## config.mk

```make
export PLATFORM = sky130hd
export DESIGN_NAME = sequential_cordic_processor_top
export DESIGN_NICKNAME = d
export VERILOG_FILES = /design/src/rtl/sequential_cordic_processor_top.sv
export SDC_FILE = /design/constraint.sdc
export NUM_CORES = 1
export LEC_CHECK = 0
export ABC_CLOCK_PERIOD_IN_PS = 14400
export CAP_MARGIN = 20
export CORE_MARGIN = 5
export CORE_UTILIZATION = 25
export DETAILED_ROUTE_END_ITERATION = 10
export GPL_ROUTABILITY_DRIVEN = 0
export HOLD_SLACK_MARGIN = 0.1
export SKIP_LAST_GASP = 1
export SLEW_MARGIN = 5
export SYNTH_ARGS = -nofsm -noshare
export SYNTH_HDL_FRONTEND = slang
export SYNTH_SLANG_ARGS = --single-unit
```

## constraint.sdc

```tcl
create_clock -name clk -period 14.4 [get_ports clk]
set_clock_uncertainty 0.15 [all_clocks]
set_input_delay 2.16 -clock clk [delete_from_list [all_inputs] [get_ports clk]]
set_output_delay 2.16 -clock clk [all_outputs]
set_load 0.02 [all_outputs]
```

## src/rtl/sequential_cordic_processor_top.sv

```systemverilog
// -----------------------------------------------------------------------------
// sequential_cordic_processor_top
//
// Computes the N_DIM-1 hyperspherical angles of a signed N_DIM-element vector
// by running one shared vectoring CORDIC core N_DIM-1 times. The core's output
// magnitude becomes the x operand of the next step:
//   r1 = w1;  theta_k = atan2(w(k+1), r_k);  r(k+1) = |(r_k, w(k+1))|
//
// Angle format: signed binary angle, LSB = pi/2^(ANGLE_WIDTH-1)
// (+pi/2 = 16384, pi/4 = 8192, +/-pi = -32768 at 16 bits).
//
// Ports
//   clk        : clock, rising edge
//   nreset     : asynchronous active-low reset
//   start      : one-cycle request, honoured only in IDLE or DONE
//   w_in_flat  : input vector, w1 in the lowest DATA_WIDTH slice
//   theta_out  : angles, theta1 in the lowest ANGLE_WIDTH slice
//   done       : high from result completion until the next accepted start
//   fsm_state  : current controller state (debug visibility)
//
// Core handshake: enable is a one-cycle pulse that loads (x_in, y_in); exactly
// CORDIC_STAGES+2 cycles later valid pulses for one cycle, and angle_out /
// mag_out hold their values until the next enable. No back-pressure exists:
// the controller waits for valid before issuing again.
// -----------------------------------------------------------------------------
module cordic_vectoring_top1 #(
   parameter int DATA_WIDTH    = 16,
   parameter int ANGLE_WIDTH   = 16,
   parameter int CORDIC_WIDTH  = 22,
   parameter int CORDIC_STAGES = 16
) (
   input  logic                          clk,
   input  logic                          nreset,
   input  logic                          enable,
   input  logic signed [DATA_WIDTH-1:0]  x_in,
   input  logic signed [DATA_WIDTH-1:0]  y_in,
   output logic signed [ANGLE_WIDTH-1:0] angle_out,
   output logic signed [DATA_WIDTH-1:0]  mag_out,
   output logic                          valid
);
   // Two bits of headroom cover the sqrt(2) * 1.647 magnitude growth; the
   // remaining low bits are guard bits that keep truncation error small.
   localparam int GUARD = CORDIC_WIDTH - DATA_WIDTH - 2;
   localparam int IW    = (CORDIC_STAGES > 1) ? $clog2(CORDIC_STAGES) : 1;
   localparam int PW    = CORDIC_WIDTH + 17;
   // round(0.607253 * 2^15)
   localparam logic signed [16:0] GAIN = 17'sd19898;
   localparam logic signed [ANGLE_WIDTH-1:0] Z_PI = {1'b1, {(ANGLE_WIDTH-1){1'b0}}};
   localparam logic signed [PW-1:0] SAT_HI =
      $signed({{(PW-DATA_WIDTH+1){1'b0}}, {(DATA_WIDTH-1){1'b1}}});
   localparam logic signed [PW-1:0] SAT_LO =
      $signed({{(PW-DATA_WIDTH+1){1'b1}}, {(DATA_WIDTH-1){1'b0}}});

   // atan(2^-i) in binary-angle units (16-bit angle scale).
   function automatic logic signed [ANGLE_WIDTH-1:0] atan_rom(input int i);
      case (i)
         0:       atan_rom = ANGLE_WIDTH'(8192);
         1:       atan_rom = ANGLE_WIDTH'(4836);
         2:       atan_rom = ANGLE_WIDTH'(2555);
         3:       atan_rom = ANGLE_WIDTH'(1297);
         4:       atan_rom = ANGLE_WIDTH'(651);
         5:       atan_rom = ANGLE_WIDTH'(326);
         6:       atan_rom = ANGLE_WIDTH'(163);
         7:       atan_rom = ANGLE_WIDTH'(81);
         8:       atan_rom = ANGLE_WIDTH'(41);
         9:       atan_rom = ANGLE_WIDTH'(20);
         10:      atan_rom = ANGLE_WIDTH'(10);
         11:      atan_rom = ANGLE_WIDTH'(5);
         12:      atan_rom = ANGLE_WIDTH'(3);
         13:      atan_rom = ANGLE_WIDTH'(1);
         14:      atan_rom = ANGLE_WIDTH'(1);
         default: atan_rom = '0;
      endcase
   endfunction

   logic signed [CORDIC_WIDTH-1:0] x_r, y_r, x_ext, y_ext;
   logic signed [CORDIC_WIDTH-1:0] x_nx, y_nx, x_sh, y_sh;
   logic signed [ANGLE_WIDTH-1:0]  z_r, z_nx, atan_c;
   logic signed [PW-1:0]           prod, scaled;
   logic signed [DATA_WIDTH-1:0]   mag_sat;
   logic [IW-1:0]                  iter;
   logic                           busy, gain_pend, y_zero, x_neg;

   assign x_ext = CORDIC_WIDTH'(x_in) <<< GUARD;
   assign y_ext = CORDIC_WIDTH'(y_in) <<< GUARD;

   // One micro-rotation: rotate toward y = 0, tracking the angle in z.
   always_comb begin
      x_sh   = x_r >>> iter;
      y_sh   = y_r >>> iter;
      atan_c = atan_rom(int'(iter));
      x_nx   = x_r;
      y_nx   = y_r;
      z_nx   = z_r;
      if (!y_r[CORDIC_WIDTH-1]) begin
         x_nx = x_r + y_sh;
         y_nx = y_r - x_sh;
         z_nx = z_r + atan_c;
      end else begin
         x_nx = x_r - y_sh;
         y_nx = y_r + x_sh;
         z_nx = z_r - atan_c;
      end
   end

   // Gain compensation folds the guard-bit removal into the same shift.
   always_comb begin
      prod   = PW'(x_r) * PW'(GAIN);
      scaled = prod >>> (15 + GUARD);
      if (scaled > SAT_HI)      mag_sat = SAT_HI[DATA_WIDTH-1:0];
      else if (scaled < SAT_LO) mag_sat = SAT_LO[DATA_WIDTH-1:0];
      else                      mag_sat = scaled[DATA_WIDTH-1:0];
   end

   always_ff @(posedge clk or negedge nreset) begin
      if (!nreset) begin
         x_r       <= '0;
         y_r       <= '0;
         z_r       <= '0;
         iter      <= '0;
         busy      <= 1'b0;
         gain_pend <= 1'b0;
         y_zero    <= 1'b0;
         x_neg     <= 1'b0;
         angle_out <= '0;
         mag_out   <= '0;
         valid     <= 1'b0;
      end else begin
         valid <= 1'b0;
         if (enable) begin
            // Pre-rotation by pi keeps x >= 0 so the iterations converge
            // over the full atan2 range.
            if (x_in[DATA_WIDTH-1]) begin
               x_r <= -x_ext;
               y_r <= -y_ext;
               z_r <= Z_PI;
            end else begin
               x_r <= x_ext;
               y_r <= y_ext;
               z_r <= '0;
            end
            y_zero    <= (y_in == '0);
            x_neg     <= x_in[DATA_WIDTH-1];
            iter      <= '0;
            busy      <= 1'b1;
            gain_pend <= 1'b0;
         end else if (busy) begin
            x_r  <= x_nx;
            y_r  <= y_nx;
            z_r  <= z_nx;
            iter <= iter + 1'b1;
            if (iter == IW'(CORDIC_STAGES - 1)) begin
               busy      <= 1'b0;
               gain_pend <= 1'b1;
            end
         end else if (gain_pend) begin
            gain_pend <= 1'b0;
            valid     <= 1'b1;
            mag_out   <= mag_sat;
            // A zero y lies exactly on an axis; report the exact angle
            // instead of the micro-rotation residue around it.
            if (y_zero) angle_out <= x_neg ? Z_PI : '0;
            else        angle_out <= z_r;
         end
      end
   end
endmodule

module sequential_cordic_processor_top #(
   parameter int DATA_WIDTH    = 16,
   parameter int ANGLE_WIDTH   = 16,
   parameter int N_DIM         = 7,
   parameter int CORDIC_WIDTH  = 22,
   parameter int CORDIC_STAGES = 16
) (
   input  logic                               clk,
   input  logic                               nreset,
   input  logic                               start,
   input  logic [DATA_WIDTH*N_DIM-1:0]        w_in_flat,
   output logic [ANGLE_WIDTH*(N_DIM-1)-1:0]   theta_out,
   output logic                               done,
   output logic [2:0]                         fsm_state
);
   localparam int KW = (N_DIM > 2) ? $clog2(N_DIM) : 1;
   localparam logic [KW-1:0] K_LAST = KW'(N_DIM - 1);

   typedef enum logic [2:0] {
      S_IDLE  = 3'd0,
      S_LOAD  = 3'd1,
      S_ISSUE = 3'd2,
      S_WAIT  = 3'd3,
      S_STORE = 3'd4,
      S_DONE  = 3'd5
   } state_t;

   state_t                          state;
   logic [DATA_WIDTH*N_DIM-1:0]     w_lat;
   logic signed [DATA_WIDTH-1:0]    x_reg, y_sel;
   logic [KW-1:0]                   k;
   logic                            core_en, core_valid;
   logic signed [ANGLE_WIDTH-1:0]   core_angle;
   logic signed [DATA_WIDTH-1:0]    core_mag;

   assign fsm_state = state;
   // y operand of step k is w(k+1), i.e. slice index k of the latched vector.
   assign y_sel = w_lat[k*DATA_WIDTH +: DATA_WIDTH];

   cordic_vectoring_top1 #(
      .DATA_WIDTH    (DATA_WIDTH),
      .ANGLE_WIDTH   (ANGLE_WIDTH),
      .CORDIC_WIDTH  (CORDIC_WIDTH),
      .CORDIC_STAGES (CORDIC_STAGES)
   ) u_core (
      .clk       (clk),
      .nreset    (nreset),
      .enable    (core_en),
      .x_in      (x_reg),
      .y_in      (y_sel),
      .angle_out (core_angle),
      .mag_out   (core_mag),
      .valid     (core_valid)
   );

   always_ff @(posedge clk or negedge nreset) begin
      if (!nreset) begin
         state     <= S_IDLE;
         w_lat     <= '0;
         x_reg     <= '0;
         k         <= '0;
         core_en   <= 1'b0;
         theta_out <= '0;
         done      <= 1'b0;
      end else begin
         core_en <= 1'b0;
         case (state)
            S_IDLE, S_DONE: begin
               if (start) begin
                  w_lat <= w_in_flat;
                  k     <= KW'(1);
                  done  <= 1'b0;
                  state <= S_LOAD;
               end
            end
            S_LOAD: begin
               x_reg   <= w_lat[DATA_WIDTH-1:0];
               core_en <= 1'b1;   // high during ISSUE
               state   <= S_ISSUE;
            end
            S_ISSUE: state <= S_WAIT;
            S_WAIT: begin
               if (core_valid) state <= S_STORE;
            end
            S_STORE: begin
               theta_out[(int'(k) - 1)*ANGLE_WIDTH +: ANGLE_WIDTH] <= core_angle;
               x_reg <= core_mag;
               if (k == K_LAST) begin
                  done  <= 1'b1;
                  state <= S_DONE;
               end else begin
                  k       <= k + 1'b1;
                  core_en <= 1'b1;
                  state   <= S_ISSUE;
               end
            end
            default: state <= S_IDLE;
         endcase
      end
   end
endmodule

```

Yosys cells after proc, flatten, opt, wreduce, memory -nomap -nowiden

Memory sizes are Yosys's and may differ from the RTL's.
Cells that the tools add are included.

Memories: 1
Input port bits: 115
Flip-flop bits (word level): 333
Word-level logic and storage cells: 104
Bits in read-only memories: 224
Output and inout bits: 100

$mul: 1
Bitwise gates (word level): 2
Equal/unequal tests: 12
Magnitude comparators: 2
Add/sub/neg operators: 12
Reductions and logical operators: 11
Muxes and demuxes: 40
Shifts and indexed selects: 5

Memories:

| memory          | words | width | read ports | clocked after Yosys merged registers in | write ports | line | RTL |
|---|---|---|---|---|---|---|---|
| (no name shown) | 16    | 14    | 1          | 0                                       | 0           | 56   | `case (i)` |

Operators with widths:

| cell                                                    | count |
|---|---|
| 2-to-1 mux 22 bit                                       | 8 |
| 2-to-1 mux 16 bit                                       | 8 |
| variable part select 112 x 8 -> 16 bit                  | 1 |
| bitwise mux 96 bit                                      | 1 |
| variable shift 16 x 33 -> 96 bit (first input constant) | 1 |
| variable part select 16 x 33 -> 96 bit                  | 1 |
| adder 22 bit                                            | 2 |
| negator 20 -> 22 bit                                    | 2 |
| >>> shifter 22 x 4 -> 22 bit                            | 2 |
| subtractor 22 bit                                       | 2 |
| multiplier 22 x 15 -> 37 bit (second input constant)    | 1 |
| negator 8 -> 33 bit                                     | 1 |
| one-hot mux 16 bit (2 select lines)                     | 1 |
| > comparator 19 x 16 -> 1 bit (second input constant)   | 1 |
| < comparator 19 x 16 -> 1 bit (second input constant)   | 1 |
| adder 16 bit                                            | 1 |
| zero test 16 bit                                        | 1 |
| subtractor 16 bit                                       | 1 |
| one-hot mux 3 bit (5 select lines)                      | 1 |
| 2-to-1 mux 1 bit                                        | 12 |
| 2-to-1 mux 3 bit                                        | 4 |
| equality test 3 bit (second input constant)             | 3 |
| AND reduction 3 bit                                     | 3 |
| 2-to-1 mux 4 bit                                        | 2 |
| other kinds (16)                                        | 24 |

Depth between registers and ports, before layout

Gate-level depths: netlist of run 1.

Word-level depth: 5
Depth in mapped cells: 25
Depth with buffers taken out: 23

Hierarchy

A second synthesis of run 1 with hierarchy kept.

Cells, all modules: 2,816
Area, all modules: 28,076.9 um^2

By module, submodules not included:

| module                          | cells each | area an instance (um^2) | times used | sequential area each (um^2) |
|---|---|---|---|---|
| cordic_vectoring_top1           | 1,964      | 17,439.2                | 1          | 2,527.4 |
| sequential_cordic_processor_top | 852        | 10,637.7                | 1          | 5,805.6 |

Least setup slack after synthesis of run 1

OpenSTA, ideal clock, no wires.

Path kind: register to register
From: register u_core.x_r[18]
To: register u_core.mag_out[10]
Slack: 7.932 ns
Data arrival time: 6.181 ns
Path buffers: 1
Stages on the path, launching flop included: 22
Library setup time: 0.137 ns
Period minus slack after synthesis: 6.468 ns
Required time: 14.113 ns
Cells stage by stage: dfrtp_1 -> ha_1 -> inv_1 -> fa_1 -> inv_1 -> fa_1 -> fa_1 -> fa_1 -> inv_1 -> fa_1 -> inv_1 -> ha_1 -> a21o_1 -> a31oi_1 -> o221ai_1 -> a221o_1 -> or3_1 -> o32ai_1 -> o22ai_1 -> a21oi_1 -> clkbuf_1 -> a21oi_1

Longest elaborated chain between the ends: 4
Elaborated cells on any way between the ends: 5
Classes of those cells: mul: 1; order compare: 2; mux: 2

RTL lines:

| element                        | line | RTL |
|---|---|---|
| start, declared                | 76   | `logic signed [CORDIC_WIDTH-1:0] x_r, y_r, x_ext, y_ext;` |
| start signal, assigned         | 134  | `x_r <= -x_ext;` |
| start signal, assigned         | 138  | `x_r <= x_ext;` |
| start signal, assigned         | 148  | `x_r <= x_nx;` |
| multiplier 22 x 15 -> 37 bit * | 108  | `prod = PW'(x_r) * PW'(GAIN);` |
| < comparator 19 x 16 -> 1 bit  | 111  | `else if (scaled < SAT_LO) mag_sat = SAT_LO[DATA_WIDTH-1:0];` |
| 2-to-1 mux 16 bit              | 111  |  |
| 2-to-1 mux 16 bit *            | 110  | `if (scaled > SAT_HI) mag_sat = SAT_HI[DATA_WIDTH-1:0];` |
| end signal, assigned           | 159  | `mag_out <= mag_sat;` |
| end, declared                  | 38   | `output logic signed [DATA_WIDTH-1:0] mag_out,` |

Every way passes the cells marked *; elsewhere a longest branch is shown, timed or not.
A chain may end at the register's enable or synchronous reset.

Final worst setup path of run 1

From: register u_core.x_r[8]
To: register u_core.mag_out[13]

Same word-level chain as after synthesis.

==> PnR_summary.wiki, run 1 <==
{| class="wikitable"
! Metric !! Value
|-
| Cell class contributing the biggest share of worst-path delay || adder cells
|-
| Reg2Reg Setup Slack || 7.01 ns
|-
| Async set-or-reset flop fraction in the synthesized netlist || 100.0%
|-
| Hold/Removal Path Class || flip-flop to flip-flop
|-
| Root Buffer Master || sky130_fd_sc_hd__clkbuf_16
|-
| Die area || 116,200 sq um
|-
| Met2 demand-to-capacity share in global routing || 20.78%
|-
| Via density per instance || 4.743
|-
| Starting DRT DRC Count || approximately 1,500
|-
| Final setup violating endpoints || 0
|-
| Placeable core region || ~110,000 sq um
|-
| Mapped Cells || around 2,800
|-
| Reg-to-reg critical path startpoint || u_core.x_r[8]
|-
| Registers with the most flip-flops || w_lat (112), theta_out (96)
|-
| Library cell with the largest summed area after synthesis || sky130_fd_sc_hd__dfrtp_1
|-
| Final critical-path share of the clock period || 51.29%
|-
| Area used by sequential logic in the layout || between 8000 and 9000 sq um
|-
| Number of placement rows || 121
|-
| Portion of the post-synthesis area used by sequential elements || 30.43%
|-
| Logic depth of the worst path, buffers included || 19
|-
| Register with the highest flop count || w_lat
|-
| Global-route met1 utilization || between 10% and 20%
|-
| Starting utilization of the core area || 25.15%
|-
| Leftover overflow at the end of global routing || 0
|-
| Critical-path cell with the highest stage delay || sky130_fd_sc_hd__a21oi_1
|-
| Final slew viol count || 0
|-
| List of cells traversed by the critical path || ha_1 > inv_1 > fa_1 > fa_1 > inv_1 > fa_1 > fa_1 > fa_1 > ha_1 > a211oi_1 > o211ai_1 > o211ai_1 > nand4b_1 > and3b_1 > or3_1 > o32ai_1 > o22ai_1 > a21oi_1 > a21oi_1
|-
| Post-synth cell types || 95
|-
| Element type at the critical path start || flip-flop
|-
| Max reg flops || 112
|-
| Detailed-route DRC error count || 0
|-
| Proportion of layout cells with a drive suffix above 1 || around an eighth
|-
| Number of setup buffers added after CTS || 0
|-
| Total negative setup slack || 0 ns
|-
| Prevailing post-synth register cell || sky130_fd_sc_hd__dfrtp_1
|-
| Number of fill cells || 11,200
|-
| End of the critical path || u_core.mag_out[13]
|-
| WL/cell || around 17 microns
|-
| Via count of the first global-routing pass || 20,700
|-
| IO Pins || between 200 and 250
|-
| Number of buffers and inverters on the critical path || 2
|-
| Fraction of synthesized cell area taken by the top area cell type || 30.43%
|-
| RSZ-0062 raised after global routing || no
|-
| CTS tree || done
|-
| HPWL after detailed placement || 57.71 mm
|-
| Vertical die dimension || 340.9 microns
|-
| Max-slew headroom || 26.28%
|-
| Result of the run || complete, no violations
|-
| Post-synthesis cell area || 27,380 sq um
|-
| Number of flops mapped to enable cells by yosys || 0
|-
| Clock insertion delay at the later pin of the skew report || around 0.58 ns
|-
| Worst Hold Slack || about 0.33 ns
|-
| Total of flip-flops plus latches after synthesis || 333
|-
| Critical path class || flip-flop to flip-flop
|-
| Largest buffer count on any clock path || 3
|-
| Die W || 340.9 microns
|-
| CTS Buf Count || 40
|-
| Beginning of the critical path || u_core.x_r[8]
|-
| Sink count of the clock tree || 333
|-
| Average size of a mapped cell || 9.938 sq um
|-
| CTS-repair resized insts || 0
|-
| Crit-path most repeated cell || sky130_fd_sc_hd__fa_1
|-
| Type of element capturing the critical path || flip-flop
|-
| Initial DRT Pass Iterations || 5
|-
| Number of nets in the layout || 3,374
|-
| Most area-consuming cells after synthesis || sky130_fd_sc_hd__dfrtp_1 (30%), sky130_fd_sc_hd__fa_1 (11%), sky130_fd_sc_hd__ha_1 (9.1%)
|-
| Tmin final || between 7 and 8 ns
|-
| Post-detailed-route count of antenna-violating nets || 0
|-
| Peak fanout along the critical path || 15
|-
| Critical path arrival || 7.64 ns
|-
| Reported max-cap violation count || 0
|-
| Busiest grt layer || met2
|-
| Req. time, crit path || around 15 ns
|-
| Clock transition time at the flip-flop clock pins of the worst setup and hold paths || approximately 0.060 ns
|-
| Port buffer count || 214
|-
| Highest clock frequency the design can meet || 135.4 MHz
|-
| H-tree depth || 2
|-
| CTS hold repair buffers || 0
|-
| Maximum number of pins on one net before global-route repair || 103
|-
| Reg-to-Reg End || u_core.mag_out[13]
|-
| R2R cell count || 19
|-
| Least-Margin Pin Slew || roughly 1.1 ns
|-
| Synthesized Nets || 3,220
|-
| Vias post-DR || 20,650
|-
| Delay of the slowest cell on the worst path || between 0.8 and 0.9 ns
|-
| Area of the multi-input gates || 17,370 sq um
|-
| Final Hold Viols || 0
|-
| Initial antenna violation count || 1
|-
| Ys Warns || 0
|-
| M3 GR Usage || between 2 and 2.5%
|-
| First-pass GRT wire length || 119.1 mm
|-
| Total Routing Usage GR || between 10% and 20%
|-
| Area growth from synthesis to layout || 18.19%
|-
| Sum of routed wire length over all layers || 74.69 mm
|}
layout make-up:
class | instances | area share, %
multi-input combinational | 1993 | 53.69
sequential | 333 | 25.80
timing repair buffer | 240 | 7.281
tap | 1414 | 5.467
clock buffer | 56 | 3.658
inverter | 301 | 3.491
clock inverter | 16 | 0.6070
antenna | 1 | 0.007733
layout by cell type, fill, tap and decap left out, drive strengths merged, types with 58 or more instances in the layout:
cell	instances
a21oi	143
fa	151
mux2i	77
nand2	283
o21ai	161
mux4	58
xnor2	78
mux2	199
clkdlybuf4s50	213
ha	199
nor2	145
inv	301
dfrtp	333
Yosys cell counts, types with 6 or more instances:
| cell | count |
|---|---|
| sky130_fd_sc_hd__nand4_1 | 13 |
| sky130_fd_sc_hd__ha_1 | 199 |
| sky130_fd_sc_hd__a221o_1 | 7 |
| sky130_fd_sc_hd__clkbuf_1 | 81 |
| sky130_fd_sc_hd__buf_2 | 23 |
| sky130_fd_sc_hd__mux2_2 | 194 |
| sky130_fd_sc_hd__nand3_1 | 38 |
| sky130_fd_sc_hd__a22oi_1 | 6 |
| sky130_fd_sc_hd__nand2b_1 | 20 |
| sky130_fd_sc_hd__o21ai_0 | 157 |
| sky130_fd_sc_hd__o21a_1 | 23 |
| sky130_fd_sc_hd__and3_1 | 22 |
| sky130_fd_sc_hd__a21o_1 | 26 |
| sky130_fd_sc_hd__nand3b_1 | 7 |
| sky130_fd_sc_hd__o211ai_1 | 12 |
| sky130_fd_sc_hd__and2_1 | 11 |
| sky130_fd_sc_hd__or2_2 | 8 |
| sky130_fd_sc_hd__mux4_2 | 49 |
| sky130_fd_sc_hd__a211oi_1 | 27 |
| sky130_fd_sc_hd__xor2_1 | 45 |
| sky130_fd_sc_hd__nor3_1 | 31 |
| sky130_fd_sc_hd__a31oi_1 | 32 |
| sky130_fd_sc_hd__xnor2_1 | 78 |
| sky130_fd_sc_hd__or3_1 | 15 |
| sky130_fd_sc_hd__mux2i_1 | 75 |
| sky130_fd_sc_hd__mux4_1 | 9 |
| sky130_fd_sc_hd__a21oi_1 | 143 |
| sky130_fd_sc_hd__fa_1 | 151 |
| sky130_fd_sc_hd__buf_1 | 17 |
| sky130_fd_sc_hd__nor2b_1 | 32 |
| sky130_fd_sc_hd__nor2_1 | 144 |
| sky130_fd_sc_hd__inv_1 | 300 |
| sky130_fd_sc_hd__nand2_1 | 283 |
| sky130_fd_sc_hd__dfrtp_1 | 333 |
| sky130_fd_sc_hd__o21bai_1 | 13 |
| sky130_fd_sc_hd__o31ai_1 | 9 |
| sky130_fd_sc_hd__or4_1 | 6 |
worst min path at each step:
stage                       start            endpoint  slack [ns]  cells past startpoint
4_1_cts             theta_out[26]       theta_out[26]        0.33                      2
3_3_place_gp        theta_out[39]       theta_out[39]        0.31                      2
5_1_grt             theta_out[22]       theta_out[22]        0.36                      2
2_1_floorplan  u_core.mag_out[15]  u_core.mag_out[15]        0.30                      2
6_report            theta_out[44]       theta_out[44]        0.33                      2
3_5_place_dp        theta_out[22]       theta_out[22]        0.32                      2
cell families (layout without fill, tap and decap cells):
| kind of cell | Yosys count | in the layout | share of synthesized area, % |
|---|---|---|---|
| AO/OA/AOI/OAI | 527 | 527 | 12.08 |
| adder cells (fa/ha/maj) | 350 | 350 | 20.13 |
| XOR/XNOR | 123 | 123 | 3.935 |
| AND/OR/NAND/NOR | 659 | 659 | 11.20 |
| other | 0 | 1 | 0 |
| flip-flops | 333 | 333 | 30.43 |
| buffers and inverters | 429 | 613 | 6.215 |
| multiplexers | 334 | 334 | 16.00 |
tightest hold or removal path: cells and delay by family, from the launching register on:
kind / cells / cell delay (ns)
simple gates: 1 / 0.04
compound gates: 1 / 0.06
flops: 1 / 0.34
metrics by stage:
step | cells | util (%) | area, sq um | worst slack [ns]
2_1_floorplan | 2755 | - | 27380 | 7.932
3_3_place_gp | 4277 | 28.42 | 30930 | 7.136
3_5_place_dp | 4278 | 28.43 | 30950 | 6.982
4_1_cts | 4350 | 29.70 | 32330 | 6.966
5_1_grt | 4353 | 29.73 | 32360 | 6.625
6_report | 4354 | 29.73 | 32360 | 7.014
metal layers:
layer	up-vias	share of wire (%)
met2	484	48
met4	0	2.9
met1	10200	44
met5	-	0
met3	108	5.4
li1	9862	-
Power of run 1 is left out: the tool's default activity adds up to more than one toggle a clock period on the data nets, which glitch-free logic cannot reach.
==> run 2, diff against run 1 <==
ABC_CLOCK_PERIOD_IN_PS = 6850   (was 14400)
clock period = 6.85 ns   (was 14.4 ns; I/O delays follow)
==> run 2 against run 1 <==
  * Critical path depth increased by 2
  * Worst hold slack worse by 0.038 ns
  * Cell count rose by 0.67%
  * Design area is 0.84% higher
  * Worst setup slack worse by 6.6 ns
  * Register-to-register slack worse by 6.6 ns
==> PnR_summary.wiki, run 2 (synthesis gave the netlist of run 1 again) <==
{| class="wikitable"
! Metric !! Value
|-
| Post-detailed-route count of antenna-violating nets || 0 (unchanged)
|-
| Starting utilization of the core area || 25.15% (unchanged)
|-
| Detailed-route DRC error count || 0 (unchanged)
|-
| Registers with the most flip-flops || w_lat (112), theta_out (96)
|-
| Number of placement rows || 121 (unchanged)
|-
| Sink count of the clock tree || 333 (unchanged)
|-
| Antenna diode instance count || 0 (-1)
|-
| Count of non-filler cells in the finished layout || 4,383 (+0.67%)
|-
| Clock insertion delay at the later pin of the skew report || 0.57 ns (about the same)
|-
| RSZ-0062 raised after global routing || no
|-
| CTS hold repair buffers || 0 (unchanged)
|-
| Vias post-DR || 20,630 (-0.073%)
|-
| Highest clock frequency the design can meet || 155.1 MHz (+15%)
|-
| Starting DRT DRC Count || 1,245 (-19%)
|-
| Cell class contributing the biggest share of worst-path delay || adder cells
|-
| Reg-to-reg critical path startpoint || u_core.x_r[14]
|-
| Max-slew headroom || 33.98% (+7.7 points)
|-
| Peak fanout along the critical path || 15 (unchanged)
|-
| Placeable core region || 108,900 sq um (unchanged)
|-
| Final critical-path share of the clock period || 94.15% (+43 points)
|-
| WL/cell || 17.14 microns (about the same)
|-
| Final Hold Viols || 0 (unchanged)
|-
| Reported max-cap violation count || 0 (unchanged)
|-
| Sum of routed wire length over all layers || 75.15 mm (+0.61%)
|-
| Max reg flops || 112 (unchanged)
|-
| Clock transition time at the flip-flop clock pins of the worst setup and hold paths || 0.06 ns (about the same)
|-
| Port buffer count || 214 (unchanged)
|-
| First-pass GRT wire length || 119.6 mm (+0.39%)
|-
| Reg-to-Reg End || u_core.mag_out[12]
|-
| Type of element capturing the critical path || flip-flop
|-
| List of cells traversed by the critical path || ha_1 > inv_1 > fa_1 > inv_1 > fa_1 > fa_1 > fa_1 > inv_1 > fa_1 > inv_1 > ha_1 > a21o_1 > a31oi_1 > o221ai_2 > a221o_1 > or3_1 > o32ai_1 > o22ai_1 > a21oi_1 > buf_6 > a21oi_1
|-
| H-tree depth || 2 (unchanged)
|-
| Critical-path cell with the highest stage delay || sky130_fd_sc_hd__fa_1
|-
| Worst Hold Slack || 0.2902 ns (-0.03786 ns)
|-
| Element type at the critical path start || flip-flop
|-
| Hold/Removal Path Class || input port to async pin
|-
| Via count of the first global-routing pass || 20,770 (+0.35%)
|-
| Crit-path most repeated cell || sky130_fd_sc_hd__fa_1
|-
| Total negative setup slack || 0 ns (unchanged)
|-
| Result of the run || complete, no violations
|-
| Final setup violating endpoints || 0 (unchanged)
|-
| Critical path class || flip-flop to flip-flop
|-
| Root Buffer Master || sky130_fd_sc_hd__clkbuf_16
|-
| Post-Route Utilization || 29.98% (+0.25 points)
|-
| Maximum number of pins on one net before global-route repair || 137 (+33%)
|-
| Leading cell type in the layout, fill and taps excluded || sky130_fd_sc_hd__dfrtp_1
|-
| Leftover overflow at the end of global routing || 0 (unchanged)
|-
| Die W || 340.9 microns (unchanged)
|-
| Largest buffer count on any clock path || 3 (unchanged)
|-
| Initial DRT Pass Iterations || 5 (unchanged)
|-
| HPWL after detailed placement || 58.98 mm (+2.2%)
|-
| CTS tree || done
|-
| Req. time, crit path || 7.14 ns (-7.51 ns)
|-
| Reg2Reg Setup Slack || 0.40 ns (-6.61 ns)
|-
| Delay of the slowest cell on the worst path || 0.55 ns (-0.30 ns)
|-
| Area growth from synthesis to layout || 19.18%
|-
| Total Routing Usage GR || 12.69% (+0.088 points)
|-
| Final slew viol count || 0 (unchanged)
|-
| Leading cell types in the layout, fill and taps excluded || sky130_fd_sc_hd__dfrtp_1 (324), sky130_fd_sc_hd__inv_1 (299), sky130_fd_sc_hd__nand2_1 (283), sky130_fd_sc_hd__clkdlybuf4s50_1 (213), sky130_fd_sc_hd__ha_1 (199)
|-
| Register with the highest flop count || w_lat
|-
| Least-Margin Pin Slew || 0.9876 ns (-0.1183 ns)
|-
| Number of buffers and inverters on the critical path || 5 (+3)
|-
| Cell total after placement || 4,310 (+0.75%)
|-
| IO Pins || 215 (unchanged)
|-
| CTS Buf Count || 38 (-5.0%)
|-
| R2R cell count || 21 (+2)
|-
| Number of nets in the layout || 3,405 (+0.92%)
|-
| Vertical die dimension || 340.9 microns (unchanged)
|-
| Via density per instance || 4.708 (-0.73%)
|-
| Tmin final || 6.450 ns (-0.9364 ns)
|-
| Number of setup buffers added after CTS || 0 (unchanged)
|-
| Initial antenna violation count || 3 (+2)
|-
| Critical path arrival || 6.74 ns (-0.90 ns)
|-
| Proportion of layout cells with a drive suffix above 1 || 13.74% (+0.88 points)
|-
| Die area || 116,200 sq um (unchanged)
|}
[run 2: timing repair]
action                     in CTS  in global routing
resized for setup               0                  3
hold endpoints to repair        0                  0
setup endpoints to repair       0                 15
[run 2: routing by layer]
| layer | vias up | share of wire (%) | track usage [%] |
|---|---|---|---|
| met3 | 103 | 5.2 | 2.360 |
| met2 | 432 | 48 | 20.86 |
| met1 | 10160 | 44 | 17.10 |
| met4 | 4 | 2.9 | 3.632 |
| met5 | - | 0.036 | 0 |
| li1 | 9937 | - | - |
[run 2: worst reg2reg max path: cells and delay by family, from the launching register on]
family | cells | cell delay [ns]
fa+ha+maj | 7 | 3.30
flops | 1 | 0.44
compound gates | 8 | 1.68
buf+inv | 5 | 0.42
simple gates | 1 | 0.38
[run 2: area by class of cell]
type | count | area (sq um)
Fill cell | 11190 | 76220
Multi-Input combinational cell | 1993 | 17380
Sequential cell | 333 | 8349
Timing Repair Buffer | 273 | 2654
Tap cell | 1414 | 1769
Inverter | 301 | 1130
Clock buffer | 52 | 1064
Clock inverter | 17 | 282.8
[run 2: how the worst max path moves through the flow]
| stage | startpoint | endpoint | slack (ns) | cells past startpoint |
|---|---|---|---|---|
| 6_report | u_core.x_r[14] | u_core.mag_out[12] | 0.40 | 21 |
| 5_1_grt | u_core.x_r[15] | u_core.mag_out[2] | 0.0003 | 21 |
| 3_3_place_gp | u_core.x_r[18] | u_core.mag_out[14] | 0.39 | 21 |
| 3_5_place_dp | u_core.x_r[8] | u_core.mag_out[0] | 0.37 | 21 |
| 2_1_floorplan | u_core.x_r[18] | u_core.mag_out[10] | 0.38 | 21 |
| 4_1_cts | u_core.x_r[15] | u_core.mag_out[0] | 0.35 | 21 |
[run 2: per-stage QoR]
step	area, sq um	setup slack [ns]
3_3_place_gp	31210	0.3908
5_1_grt	32630	0.0002669
4_1_cts	32550	0.3509
2_1_floorplan	27380	0.3817
3_5_place_dp	31210	0.3664
6_report	32630	0.4005
Power of run 2 is left out for the same reason.
==> run 3, diff against run 2 <==
CORE_UTILIZATION = 28   (was 25)
==> run 3 against run 2 <==
  * Cell count shrank 3.3%
  * Global-route usage is 1.4 points higher
  * Routed wire length down 0.43%
  * Register-to-register slack worse by 0.09 ns
  * Via count barely moved
  * Sequential cell count unchanged
  * Non-clock buffer count decreased by 7
  * Critical path depth is the same
==> PnR_summary.wiki, run 3 (synthesis gave the netlist of run 1 again) <==
{| class="wikitable"
! Metric !! Value
|-
| Number of buffers and inverters on the critical path || 5 (unchanged)
|-
| Leftover overflow at the end of global routing || 0 (unchanged)
|-
| Number of placement rows || 114 (-5.8%)
|-
| Initial DRT Pass Iterations || 6 (+1)
|-
| RSZ-0062 raised after global routing || no
|-
| Final setup violating endpoints || 0 (unchanged)
|-
| Proportion of layout cells with a drive suffix above 1 || 13.61% (-0.13 points)
|-
| Final critical-path share of the clock period || 95.45% (+1.3 points)
|-
| Reg2Reg Setup Slack || 0.31 ns (-0.09 ns)
|-
| Starting DRT DRC Count || 1,399 (+12%)
|-
| Largest buffer count on any clock path || 3 (unchanged)
|-
| Delay of the slowest cell on the worst path || 0.56 ns (about the same)
|-
| Logic depth of the worst path, buffers included || 21 (unchanged)
|-
| Critical path class || flip-flop to flip-flop
|-
| First-pass GRT wire length || 118.4 mm (-1.0%)
|-
| WL/cell || 17.66 microns (+3.0%)
|-
| Sink count of the clock tree || 333 (unchanged)
|-
| Number of nets in the layout || 3,398 (-0.21%)
|-
| Registers with the most flip-flops || w_lat (112), theta_out (96)
|-
| Beginning of the critical path || u_core.x_r[15]
|-
| List of cells traversed by the critical path || ha_1 > inv_1 > fa_1 > inv_1 > fa_1 > fa_1 > fa_1 > inv_1 > fa_1 > inv_1 > ha_1 > a21o_1 > a31oi_1 > o221ai_1 > a221o_1 > or3_1 > o32ai_1 > o22ai_1 > a21oi_1 > buf_6 > a21oi_1
|-
| Hold/Removal Path Class || input port to async pin
|-
| Maximum number of pins on one net before global-route repair || 134 (-2.2%)
|-
| Area of the multi-input gates || 17,390 sq um (about the same)
|-
| IO Pins || 215 (unchanged)
|-
| Least-Margin Pin Slew || 1.118 ns (+0.1303 ns)
|-
| Critical-path cell with the highest stage delay || sky130_fd_sc_hd__fa_1
|-
| Clock transition time at the flip-flop clock pins of the worst setup and hold paths || 0.06 ns (about the same)
|-
| R2R cell count || 21 (unchanged)
|-
| Leading cell type in the layout, fill and taps excluded || sky130_fd_sc_hd__dfrtp_1
|-
| Number of fill cells || 9,755 (-13%)
|-
| Reg-to-Reg End || u_core.mag_out[1]
|-
| Die area || 104,100 sq um (-10%)
|-
| Final Hold Viols || 0 (unchanged)
|-
| Cell class contributing the biggest share of worst-path delay || adder cells
|-
| Area growth from synthesis to layout || 18.01%
|-
| CTS tree || done
|-
| HPWL after detailed placement || 58.79 mm (-0.32%)
|-
| Reported max-cap violation count || 0 (unchanged)
|-
| Clock insertion delay at the later pin of the skew report || 0.56 ns (about the same)
|-
| Crit-path most repeated cell || sky130_fd_sc_hd__fa_1
|-
| Peak fanout along the critical path || 15 (unchanged)
|-
| H-tree depth || 2 (unchanged)
|-
| Max reg flops || 112 (unchanged)
|-
| Via count of the first global-routing pass || 20,610 (-0.80%)
|-
| Port buffer count || 214 (unchanged)
|-
| Vertical die dimension || 322.7 microns (-5.3%)
|-
| Starting utilization of the core area || 28.27% (+3.1 points)
|-
| Total negative setup slack || 0 ns (unchanged)
|-
| Critical path arrival || 6.82 ns (+0.08 ns)
|-
| Type of element capturing the critical path || flip-flop
|-
| Result of the run || complete, no violations
|-
| Placeable core region || 96,850 sq um (-11%)
|-
| Sum of routed wire length over all layers || 74.82 mm (-0.43%)
|-
| Element type at the critical path start || flip-flop
|-
| Initial antenna violation count || 3 (unchanged)
|-
| Leading cell types in the layout, fill and taps excluded || sky130_fd_sc_hd__dfrtp_1 (322), sky130_fd_sc_hd__inv_1 (299), sky130_fd_sc_hd__nand2_1 (283), sky130_fd_sc_hd__clkdlybuf4s50_1 (213), sky130_fd_sc_hd__ha_1 (198)
|-
| Reg-to-reg critical path startpoint || u_core.x_r[15]
|-
| Post-detailed-route count of antenna-violating nets || 0 (unchanged)
|-
| Total Routing Usage GR || 14.08% (+1.4 points)
|-
| Max-slew headroom || 25.48% (-8.5 points)
|-
| Root Buffer Master || sky130_fd_sc_hd__clkbuf_16
|-
| Final slew viol count || 0 (unchanged)
|-
| Via density per instance || 4.867 (+3.4%)
|-
| Tmin final || 6.539 ns (+0.08902 ns)
|-
| CTS Buf Count || 38 (unchanged)
|-
| Highest clock frequency the design can meet || 152.9 MHz (-1.4%)
|-
| Register with the highest flop count || w_lat
|-
| Vias post-DR || 20,620 (-0.058%)
|-
| Req. time, crit path || 7.13 ns (about the same)
|-
| Area used by sequential logic in the layout || 8352 sq um (about the same)
|-
| Detailed-route DRC error count || 0 (unchanged)
|-
| Die W || 322.7 microns (-5.3%)
|}
==> run 3: worst max-delay path by stage <==
stage | slack (ns) | to
2_1_floorplan | 0.38 | u_core.mag_out[10]
3_3_place_gp | 0.26 | u_core.mag_out[4]
3_5_place_dp | 0.12 | u_core.mag_out[1]
4_1_cts | 0.08 | u_core.mag_out[1]
5_1_grt | 0.02 | u_core.mag_out[6]
6_report | 0.31 | u_core.mag_out[1]
==> run 3: layout make-up <==
type                    count  share of cell area, %
multi-input cells        1993                  53.81
inverters                 301                  3.497
well taps                1276                  4.941
repair buffers            266                  8.047
diodes                      1               0.007745
flip-flops and latches    333                  25.85
clock buffers              46                  3.129
clock inverters            21                 0.7241
==> run 3: per-layer routing <==
metal / GRT usage (%) / part of all wire (%) / vias up
li1: - / - / 9903
met1: 19.49 / 46 / 10170
met2: 22.64 / 47 / 438
met3: 2.711 / 5.0 / 110
met4: 3.879 / 2.8 / 4
met5: 0 / 0.037 / -
==> run 3: stage by stage <==
| step | cell area [sq um] | setup slack [ns] | hold WS [ns] | cells | util (%) |
|---|---|---|---|---|---|
| 2_1_floorplan | 27380 | 0.3817 | 0.2996 | 2755 | - |
| 3_3_place_gp | 30990 | 0.2588 | 0.3126 | 4165 | 32.00 |
| 3_5_place_dp | 30990 | 0.1172 | 0.3209 | 4165 | 32.00 |
| 4_1_cts | 32240 | 0.08411 | 0.3195 | 4232 | 33.29 |
| 5_1_grt | 32310 | 0.02151 | 0.3450 | 4236 | 33.36 |
| 6_report | 32310 | 0.3115 | 0.3056 | 4237 | 33.36 |
==> run 3: timing repair <==
| action | 4_1_cts | 5_1_grt |
|---|---|---|
| buffers inserted | 0 | 1 |
| resized for setup | 0 | 4 |
| setup endpoints to repair | 0 | 15 |
| hold buffers | 0 | 0 |
| endpoints found under the hold margin | 0 | 0 |
Power of run 3 is left out for the same reason.
